File: src/rtl/serializer_multi_pkg.sv
// rtl/serializer_multi_pkg.sv - shared state type and parameter limits for serializer_multi
package serializer_multi_pkg;

  typedef enum logic {
    ST_IDLE = 1'b0,
    ST_RUN  = 1'b1
  } state_e;

  localparam int NUM_CH_MIN  = 1;
  localparam int NUM_CH_MAX  = 8;
  localparam int WIDTH_MIN   = 2;
  localparam int WIDTH_MAX   = 32;
  localparam int CLK_DIV_MIN = 2;

  // True when the lane count, word width and divider are all legal.
  function automatic bit params_ok(input int num_ch, input int width, input int clk_div);
    return (num_ch >= NUM_CH_MIN) && (num_ch <= NUM_CH_MAX) &&
           (width >= WIDTH_MIN) && (width <= WIDTH_MAX) &&
           (clk_div >= CLK_DIV_MIN) && ((clk_div % 2) == 0);
  endfunction

endpackage

File: src/rtl/serializer_lane.sv
// rtl/serializer_lane.sv - one lane load/shift register, fills vacated bits with the idle level
module serializer_lane #(
  parameter int WIDTH       = 24,
  parameter bit MSB_FIRST   = 1'b1,
  parameter bit DEFAULT_VAL = 1'b1
) (
  input  logic             clk,
  input  logic             reset_n,
  input  logic             load,
  input  logic             shift,
  input  logic [WIDTH-1:0] load_data,
  output logic             ser_out
);

  localparam logic [WIDTH-1:0] FILL_WORD = {WIDTH{DEFAULT_VAL}};

  logic [WIDTH-1:0] sr_q;
  logic [WIDTH-1:0] sr_d;

  // Load wins over shift; shifting pushes the idle level in behind the outgoing bit.
  always_comb begin
    sr_d = sr_q;
    if (load) begin
      sr_d = load_data;
    end else if (shift) begin
      if (MSB_FIRST) begin
        sr_d = {sr_q[WIDTH-2:0], DEFAULT_VAL};
      end else begin
        sr_d = {DEFAULT_VAL, sr_q[WIDTH-1:1]};
      end
    end
  end

  // Shift register; reset leaves the lane at the idle level.
  always_ff @(posedge clk or negedge reset_n) begin
    if (!reset_n) begin
      sr_q <= FILL_WORD;
    end else begin
      sr_q <= sr_d;
    end
  end

  assign ser_out = MSB_FIRST ? sr_q[WIDTH-1] : sr_q[0];

endmodule

File: src/rtl/serializer_multi.sv
// rtl/serializer_multi.sv - multi-lane framed serializer with shared sclk/fsync and a one-word hold buffer
module serializer_multi
  import serializer_multi_pkg::*;
#(
  parameter int NUM_CH      = 2,
  parameter int WIDTH       = 24,
  parameter int CLK_DIV     = 4,
  parameter bit MSB_FIRST   = 1'b1,
  parameter bit DEFAULT_VAL = 1'b1,
  parameter bit FREE_RUN    = 1'b0
) (
  input  logic                    clk,
  input  logic                    reset_n,
  input  logic                    in_valid,
  output logic                    in_ready,
  input  logic [NUM_CH*WIDTH-1:0] in_data,
  output logic                    sclk,
  output logic                    fsync,
  output logic [NUM_CH-1:0]       data_ser,
  output logic                    busy,
  output logic                    underrun
);

  if (!params_ok(NUM_CH, WIDTH, CLK_DIV)) begin : g_bad_params
    $error("serializer_multi: NUM_CH, WIDTH or CLK_DIV out of range");
  end

  localparam int CNT_W = $clog2(CLK_DIV);
  localparam int BIT_W = $clog2(WIDTH);
  localparam logic [CNT_W-1:0] CNT_LAST  = CNT_W'(CLK_DIV - 1);
  localparam logic [CNT_W-1:0] CNT_HALF  = CNT_W'(CLK_DIV / 2);
  localparam logic [BIT_W-1:0] BIT_LAST  = BIT_W'(WIDTH - 1);
  localparam logic [WIDTH-1:0] FILL_WORD = {WIDTH{DEFAULT_VAL}};

  state_e                  state_q, state_d;
  logic [CNT_W-1:0]        cnt_q, cnt_d;
  logic [BIT_W-1:0]        bit_q, bit_d;
  logic [NUM_CH*WIDTH-1:0] hold_q, hold_d;
  logic                    hold_full_q, hold_full_d;
  logic                    ready_en_q, ready_en_d;
  logic                    sclk_q, sclk_d;
  logic                    fsync_q, fsync_d;
  logic                    underrun_q, underrun_d;

  logic load_now;
  logic load_fill;
  logic shift_en;
  logic accept;

  // Sequencer: divider, bit index and frame-boundary decisions (real word, fill frame or stop).
  always_comb begin
    state_d    = state_q;
    cnt_d      = cnt_q;
    bit_d      = bit_q;
    load_now   = 1'b0;
    load_fill  = 1'b0;
    shift_en   = 1'b0;
    underrun_d = 1'b0;
    case (state_q)
      ST_IDLE: begin
        cnt_d = '0;
        bit_d = '0;
        if (hold_full_q) begin
          load_now = 1'b1;
          state_d  = ST_RUN;
        end
      end
      ST_RUN: begin
        if (cnt_q == CNT_LAST) begin
          cnt_d = '0;
          if (bit_q == BIT_LAST) begin
            bit_d = '0;
            if (hold_full_q) begin
              load_now = 1'b1;
            end else if (FREE_RUN) begin
              load_fill  = 1'b1;
              underrun_d = 1'b1;
            end else begin
              // Final shift empties the lanes to the idle level.
              shift_en = 1'b1;
              state_d  = ST_IDLE;
            end
          end else begin
            bit_d    = bit_q + 1'b1;
            shift_en = 1'b1;
          end
        end else begin
          cnt_d = cnt_q + 1'b1;
        end
      end
      default: begin
        state_d = ST_IDLE;
      end
    endcase
  end

  assign in_ready = ready_en_q && (!hold_full_q || load_now);
  assign accept   = in_valid && in_ready;

  // Hold register: a boundary drains it, an accept refills it in the same cycle.
  always_comb begin
    hold_d      = hold_q;
    hold_full_d = hold_full_q;
    ready_en_d  = 1'b1;
    if (load_now) begin
      hold_full_d = 1'b0;
    end
    if (accept) begin
      hold_d      = in_data;
      hold_full_d = 1'b1;
    end
  end

  // Registered sclk/fsync follow the next divider position so they line up with the data edge.
  always_comb begin
    sclk_d  = (state_d == ST_RUN) && (cnt_d >= CNT_HALF);
    fsync_d = (state_d == ST_RUN) && (bit_d == '0);
  end

  // State and control registers.
  always_ff @(posedge clk or negedge reset_n) begin
    if (!reset_n) begin
      state_q     <= ST_IDLE;
      cnt_q       <= '0;
      bit_q       <= '0;
      hold_q      <= '0;
      hold_full_q <= 1'b0;
      ready_en_q  <= 1'b0;
      sclk_q      <= 1'b0;
      fsync_q     <= 1'b0;
      underrun_q  <= 1'b0;
    end else begin
      state_q     <= state_d;
      cnt_q       <= cnt_d;
      bit_q       <= bit_d;
      hold_q      <= hold_d;
      hold_full_q <= hold_full_d;
      ready_en_q  <= ready_en_d;
      sclk_q      <= sclk_d;
      fsync_q     <= fsync_d;
      underrun_q  <= underrun_d;
    end
  end

  for (genvar k = 0; k < NUM_CH; k++) begin : g_lane
    logic [WIDTH-1:0] lane_word;
    assign lane_word = load_fill ? FILL_WORD : hold_q[k*WIDTH +: WIDTH];

    serializer_lane #(
      .WIDTH       (WIDTH),
      .MSB_FIRST   (MSB_FIRST),
      .DEFAULT_VAL (DEFAULT_VAL)
    ) u_lane (
      .clk       (clk),
      .reset_n   (reset_n),
      .load      (load_now || load_fill),
      .shift     (shift_en),
      .load_data (lane_word),
      .ser_out   (data_ser[k])
    );
  end

  assign sclk     = sclk_q;
  assign fsync    = fsync_q;
  assign busy     = (state_q == ST_RUN);
  assign underrun = underrun_q;

endmodule

File: config.mk
export PLATFORM = sky130hd
export DESIGN_NAME = serializer_multi
export DESIGN_NICKNAME = d
export VERILOG_FILES = /design/src/rtl/serializer_multi_pkg.sv /design/src/rtl/serializer_lane.sv /design/src/rtl/serializer_multi.sv
export SDC_FILE = /design/constraint.sdc
export NUM_CORES = 1
export LEC_CHECK = 0
export CAP_MARGIN = 20
export CORE_ASPECT_RATIO = 1.25
export CORE_UTILIZATION = 30
export DETAILED_ROUTE_END_ITERATION = 10
export PLACE_DENSITY_LB_ADDON = 0.12
export RECOVER_POWER = 50
export SYNTH_ARGS = -nofsm -noshare
export SYNTH_HDL_FRONTEND = slang
export SYNTH_HIERARCHICAL = 1
export SYNTH_SLANG_ARGS = --single-unit
File: constraint.sdc
create_clock -name clk -period 2.4 [get_ports clk]
set_input_delay 0.48 -clock clk [delete_from_list [all_inputs] [get_ports clk]]
set_output_delay 0.48 -clock clk [all_outputs]
set_load 0.02 [all_outputs]
==> results of run 1 <==
==> flip-flops by register name (all words and copies together), names as in the netlist <==
signal              count
ready_en_q              1
hold_q                 48
sclk                    1
bit_q                   5
g_lane.u_lane/sr_q     48
fsync                   1
cnt_q                   2
busy                    1
hold_full_q             1
==> stage by stage <==
stage          hold WS (ns)  instances  area (um^2)  worst slack (ns)
5_1_grt               0.500        639         5840            0.0351
3_3_place_gp          0.421        622         5520             0.117
4_1_cts              0.0825        638         5830            0.0368
3_5_place_dp          0.441        622         5520            0.0975
6_report              0.452        639         5840             0.172
2_1_floorplan         0.184        367         4780             0.523
==> worst max-delay path: stages, from the launching register on <==
cell and delay [ns]:
dfrtp_2 0.42, ha_4 0.17, nand3_2 0.12, o21a_1 0.22
nand2_1 0.08, and2_1 0.13, clkdlybuf4s15_2 0.26
==> placed cells by master (no fill, tap or decap), types with 2 or more instances in the layout <==
cell | Yosys | layout
mux2_4 | 20 | 20
conb_1 | 2 | 2
o21ai_1 | 38 | 38
clkdlybuf4s50_1 | 0 | 54
clkbuf_8 | 0 | 2
mux2i_1 | 47 | 47
nor2_1 | 7 | 7
dfrtp_2 | 0 | 2
clkbuf_16 | 0 | 9
and2_1 | 4 | 2
clkbuf_1 | 4 | 4
buf_12 | 6 | 5
xnor2_1 | 2 | 2
mux2_2 | 28 | 28
dfstp_2 | 48 | 48
o21ai_0 | 11 | 11
a21oi_1 | 3 | 3
dfrtp_1 | 60 | 58
nor2b_1 | 3 | 3
nand2_1 | 55 | 55
buf_4 | 6 | 4
==> report_power, final <==
group	leakage (nW)	switching, W	total, W	internal [W]
Combinational	0.787	0.0000824	0.000291	0.000208
Clock	0.150	0.000639	0.00151	0.000869
Sequential	1.24	0.0000830	0.00205	0.00197
==> routing by layer <==
metal | share of wire [%] | global-route usage [%]
met1 | 46 | 14.9
met3 | 4.3 | 3.06
met5 | 0 | 0
met2 | 48 | 18.8
met4 | 2.4 | 6.15
==> cell families (layout without fill, tap and decap cells) <==
logic type | after synthesis | count (layout) | share of synthesized area [%]
AO/OA/AOI/OAI | 59 | 59 | 6.73
XOR/XNOR | 2 | 2 | 0.367
adder cells (fa/ha/maj) | 2 | 2 | 0.524
buffers and inverters | 24 | 84 | 4.98
flip-flops | 108 | 108 | 57.8
multiplexers | 95 | 95 | 22.7
other | 2 | 2 | 0.157
AND/OR/NAND/NOR | 75 | 75 | 6.68
==> worst max-delay path by stage <==
stage	startpoint	endpoint	slack, ns	cells past startpoint
after floorplan	bit_q[0]$_DFF_PN0_	hold_q[27]$_DFFE_PN0P_	0.52	7
after global placement	bit_q[0]$_DFF_PN0_	in_ready	0.12	6
after detailed placement	bit_q[0]$_DFF_PN0_	in_ready	0.1	6
after CTS	bit_q[0]$_DFF_PN0_	in_ready	0.04	6
after global routing	bit_q[1]$_DFF_PN0_	in_ready	0.04	6
final	bit_q[1]$_DFF_PN0_	in_ready	0.17	6
==> area by class of cell <==
| cell class | instances | area (um^2) | share of cell area [%] |
|---|---|---|---|
| multi-input cells | 235 | 1810 | 30.9 |
| repair buffers | 67 | 694 | 11.9 |
| inverters | 1 | 3.75 | 0.0643 |
| clock buffers | 13 | 260 | 4.46 |
| well taps | 212 | 265 | 4.54 |
| clock inverters | 3 | 43.8 | 0.750 |
| flip-flops and latches | 108 | 2770 | 47.4 |
==> timing repair <==
item | in CTS | in global routing
setup buffers | 0 | 1
endpoints found under the setup margin | 1 | 1
endpoints found under the hold margin | 0 | 0
resized for setup | 3 | 4
==> impl_metrics.yaml, run 1 <==
run_status:
  status: "finished, violations left"
  violations: "capacitance limit, slew limit"
timing:
  setup_violations: 0
  worst_pin_slew_ns: 1.91
  hold_viol: 0
  slew_viol_final: 33
  finClkSkew_ns: 0.00848
  fin_setup_tns_ns: 0
  rsz0062_at_grt: "false"
  timing.slew.headroom_pct: -27.5
  min_period_ns: 2.23
  min_period_over_period_pct: 92.9
  timing.fmax_mhz: 449
placed_design:
  port_buffers: 56
  dp_hpwl_mm: 5.52
  gp_congestion: 0.718
setup_path:
  crit_arrival_ns: 1.75
  endpoint_kind: "primary output"
  criticalPathCategory: "reg2out"
  rr_endpoint: "hold_q[47]$_DFFE_PN0P_"
  startpoint_type: "flop"
  reg2reg_depth: 7
  rr_startpoint: "bit_q[1]$_DFF_PN0_"
  r2r_slack_ns: 0.33
  required_ns: 1.92
  crit_fanout: 5
global_route:
  grt_pass1_vias: 3073
  grt_overflow: 0
  grt_start_max_net_pins: 97
  grt_pass1_wl_mm: 15.0
  grt_usage_pct: 11.9
  antenna_found_initial: 0
clock_tree:
  clock_sinks: 108
  hold_buffers: 0
  cts_root_buf: "clkbuf_16"
  h-tree-depth: 3
  clock_latency_ns: 0.35
  cts_buffer_depth: 2
  cts_tree: "done"
  clk_pin_slew_ns: 0.07
  cts_made_buffers: 9
final_layout:
  diodes: 0
  nets: 475
  syn2layout_area_growth_pct: 22.2
  fin_util_pct: 37.5
  fill_cells: 1581
  drive_above_1_share_pct: 30.7
yosys:
  syn_inst: 367
  yosys.area.top_type_share_pct: 31.4
  synth.most_common_cell: "dfrtp_1"
  synth_cell_types: 34
  synth_edf_count: 0
  async_flop_share_pct: 100
  avgSynthCellArea_um2: 13.0
  synth_top_area_cell: "dfrtp_1"
  ys_seq_area_share_pct: 57.8
  syn_nets: 420
  ys_seq_elements: 108
  synth.area.top_cells: "dfrtp_1 (31%), dfstp_2 (26%), mux2i_1 (9.8%)"
  synth_ff_type: "dfrtp_1"
  ys_top_cells_by_count: "dfrtp_1 (60), nand2_1 (55), dfstp_2 (48)"
  synth_area_um2: 4780
  ys_warn_count: 6
routing:
  ant_nets: 0
  first_pass_iters: 4
  drt_iter0_drc: 90
  drt_wl_total_mm: 8.61
  num_vias: 2801
  vias_per_cell: 4.38
  route.detailed.drc: 0
  post_drt_wl_per_cell_um: 13.5
hold_path:
  whs_path_depth: 1
  hold_end: "cnt_q[0]$_DFF_PN0_"
  hp-class: "reg2reg"
  hp-start: "cnt_q[0]$_DFF_PN0_"
die:
  core_area_um2: 15600
  io_pins: 58
  core.rowCount: 51
  die_h_um: 143
  fp.dieW_um: 115
  dieArea_um2: 16400
  initial_core_util_pct: 30.7
flow_run:
  timing.max_cap.violations: 1
pwr:
  vdd_drop_max_uv: 303
  power_w: 0.00385
  power_density_nw_per_um2: 660
  p_leak_nw: 2.18
Power figures use the tool's default switching activity.
==> run 2: changes to the inputs <==
- SETUP_SLACK_MARGIN: not set -> 0.5
==> run 2 against run 1 <==
The flow still finishes with violations (capacitance limit, slew limit). Global-route usage is 0.61 points higher. Power is 0.26% higher. Via count is 3.1% higher. Clock skew is 0.0024 ns lower. Die area stayed put. Critical path depth is 2 higher. First-iteration DRC count is 36% lower. Combinational power hardly changed. Largest power group unchanged.
==> impl_metrics.yaml, run 2 (same netlist as run 1, synthesis figures left out) <==
timing:
  setup_violations: 0
  slew_viol_final: 33
  hold_viol: 0
  timing.slew.headroom_pct: -28.3
  min_period_over_period_pct: 84.2
  timing.fmax_mhz: 495
  fin_setup_tns_ns: 0
  finClkSkew_ns: 0.00612
  min_period_ns: 2.02
  rsz0062_at_grt: "true"
  worst_pin_slew_ns: 1.92
run_status:
  violations: "capacitance limit, slew limit"
  status: "finished, violations left"
setup_path:
  crit_arrival_ns: 2.26
  endpoint_kind: "flop"
  crit_fanout: 6
  startpoint_type: "flop"
  r2r_slack_ns: 0.38
  reg2reg_depth: 8
  required_ns: 2.63
  criticalPathCategory: "reg2reg"
die:
  core.rowCount: 51
  io_pins: 58
  dieArea_um2: 16400
  core_area_um2: 15600
  initial_core_util_pct: 30.7
  die_h_um: 143
  fp.dieW_um: 115
clock_tree:
  hold_buffers: 0
  clk_pin_slew_ns: 0.07
  cts_tree: "done"
  clock_latency_ns: 0.35
  clock_sinks: 108
  cts_root_buf: "clkbuf_16"
  h-tree-depth: 3
  cts_made_buffers: 9
  cts_buffer_depth: 2
pwr:
  vdd_drop_max_uv: 303
  p_leak_nw: 2.30
  power_density_nw_per_um2: 636
hold_path:
  whs_path_depth: 2
  hp-class: "reg2reg"
routing:
  vias_per_cell: 4.43
  route.detailed.drc: 0
  drt_wl_total_mm: 9.87
  first_pass_iters: 4
  drt_iter0_drc: 58
  ant_nets: 0
  num_vias: 2887
  post_drt_wl_per_cell_um: 15.1
global_route:
  grt_start_max_net_pins: 49
  grt_overflow: 0
  antenna_found_initial: 0
  grt_usage_pct: 12.5
  grt_pass1_vias: 3159
  grt_pass1_wl_mm: 15.7
final_layout:
  diodes: 0
  fin_util_pct: 39.0
  drive_above_1_share_pct: 33.6
  reg_top3: "g_lane.u_lane/sr_q x48, hold_q x48, bit_q x5"
  final_cell_mix: "dfrtp_1 (60), nand2_1 (54), clkdlybuf4s50_1 (51)"
  final_common_cell: "dfrtp_1"
  fin_cells: 652
  syn2layout_area_growth_pct: 27.1
  nets: 488
placed_design:
  port_buffers: 56
  dp_hpwl_mm: 5.52
  gp_congestion: 0.718
  dpl.cell_count: 622
flow_run:
  timing.max_cap.violations: 1
==> run 2: where the power goes <==
part	switching (W)	internal (W)	leakage, nW
logic	0.0000835	0.000209	0.907
clock network	0.000646	0.000869	0.150
registers	0.0000841	0.00197	1.25
total	0.000814	0.00305	2.30
==> run 2: worst max-delay path, stage by stage (launching register included) <==
cell       delay (ns)
dfrtp_1          0.40
ha_4             0.17
nand3_2          0.08
o21a_1           0.22
buf_4            0.16
a21oi_4          0.21
buf_12           0.17
clkbuf_16        0.17
mux2_2           0.33
==> run 2: final timing paths <==
kind / startpoint / to
worst max-delay path: bit_q[0]$_DFF_PN0_ / hold_q[6]$_DFFE_PN0P_
min in group asynchronous: reset_n / hold_q[39]$_DFFE_PN0P_
worst min-delay path: hold_q[6]$_DFFE_PN0P_ / g_lane[0].u_lane/sr_q[6]$_DFFE_PN1P_
max in group asynchronous: reset_n / g_lane[0].u_lane/sr_q[13]$_DFFE_PN1P_
worst max register to register: bit_q[0]$_DFF_PN0_ / hold_q[6]$_DFFE_PN0P_
worst min register to register: hold_q[6]$_DFFE_PN0P_ / g_lane[0].u_lane/sr_q[6]$_DFFE_PN1P_
==> run 2: layout make-up <==
cell class | count | area (um^2)
flip-flops and latches | 108 | 2760
inverters | 1 | 3.75
well taps | 212 | 265
fillers | 1565 | 9500
multi-input cells | 235 | 1830
repair buffers | 80 | 903
clock buffers | 13 | 260
clock inverters | 3 | 43.8
==> run 2: timing repair <==
action,in CTS,in global routing
endpoints found under the setup margin,101,95
setup buffers,3,6
resized for setup,16,9
gates cloned,1,4
pin swaps,4,2
==> run 2: per-stage QoR <==
step | area [um^2] | total power (W) | hold WS (ns) | worst slack (ns)
2_1_floorplan | 4780 | 0.00221 | 0.184 | 0.523
3_3_place_gp | 5520 | 0.00238 | 0.421 | 0.117
3_5_place_dp | 5520 | 0.00238 | 0.441 | 0.0975
4_1_cts | 5900 | 0.00394 | 0.0825 | 0.356
5_1_grt | 6070 | 0.00405 | 0.515 | 0.208
6_report | 6070 | 0.00386 | 0.487 | 0.379
==> run 2: layer usage <==
metal | vias to the layer above | part of all wire [%] | wire length [um] | GRT usage (%)
li1 | 1398 | - | - | -
met1 | 1434 | 45 | 4480 | 15.4
met2 | 44 | 49 | 4810 | 20.3
met3 | 11 | 3.8 | 373 | 3.06
met4 | 0 | 2.1 | 204 | 6.15
met5 | - | 0 | 0 | 0
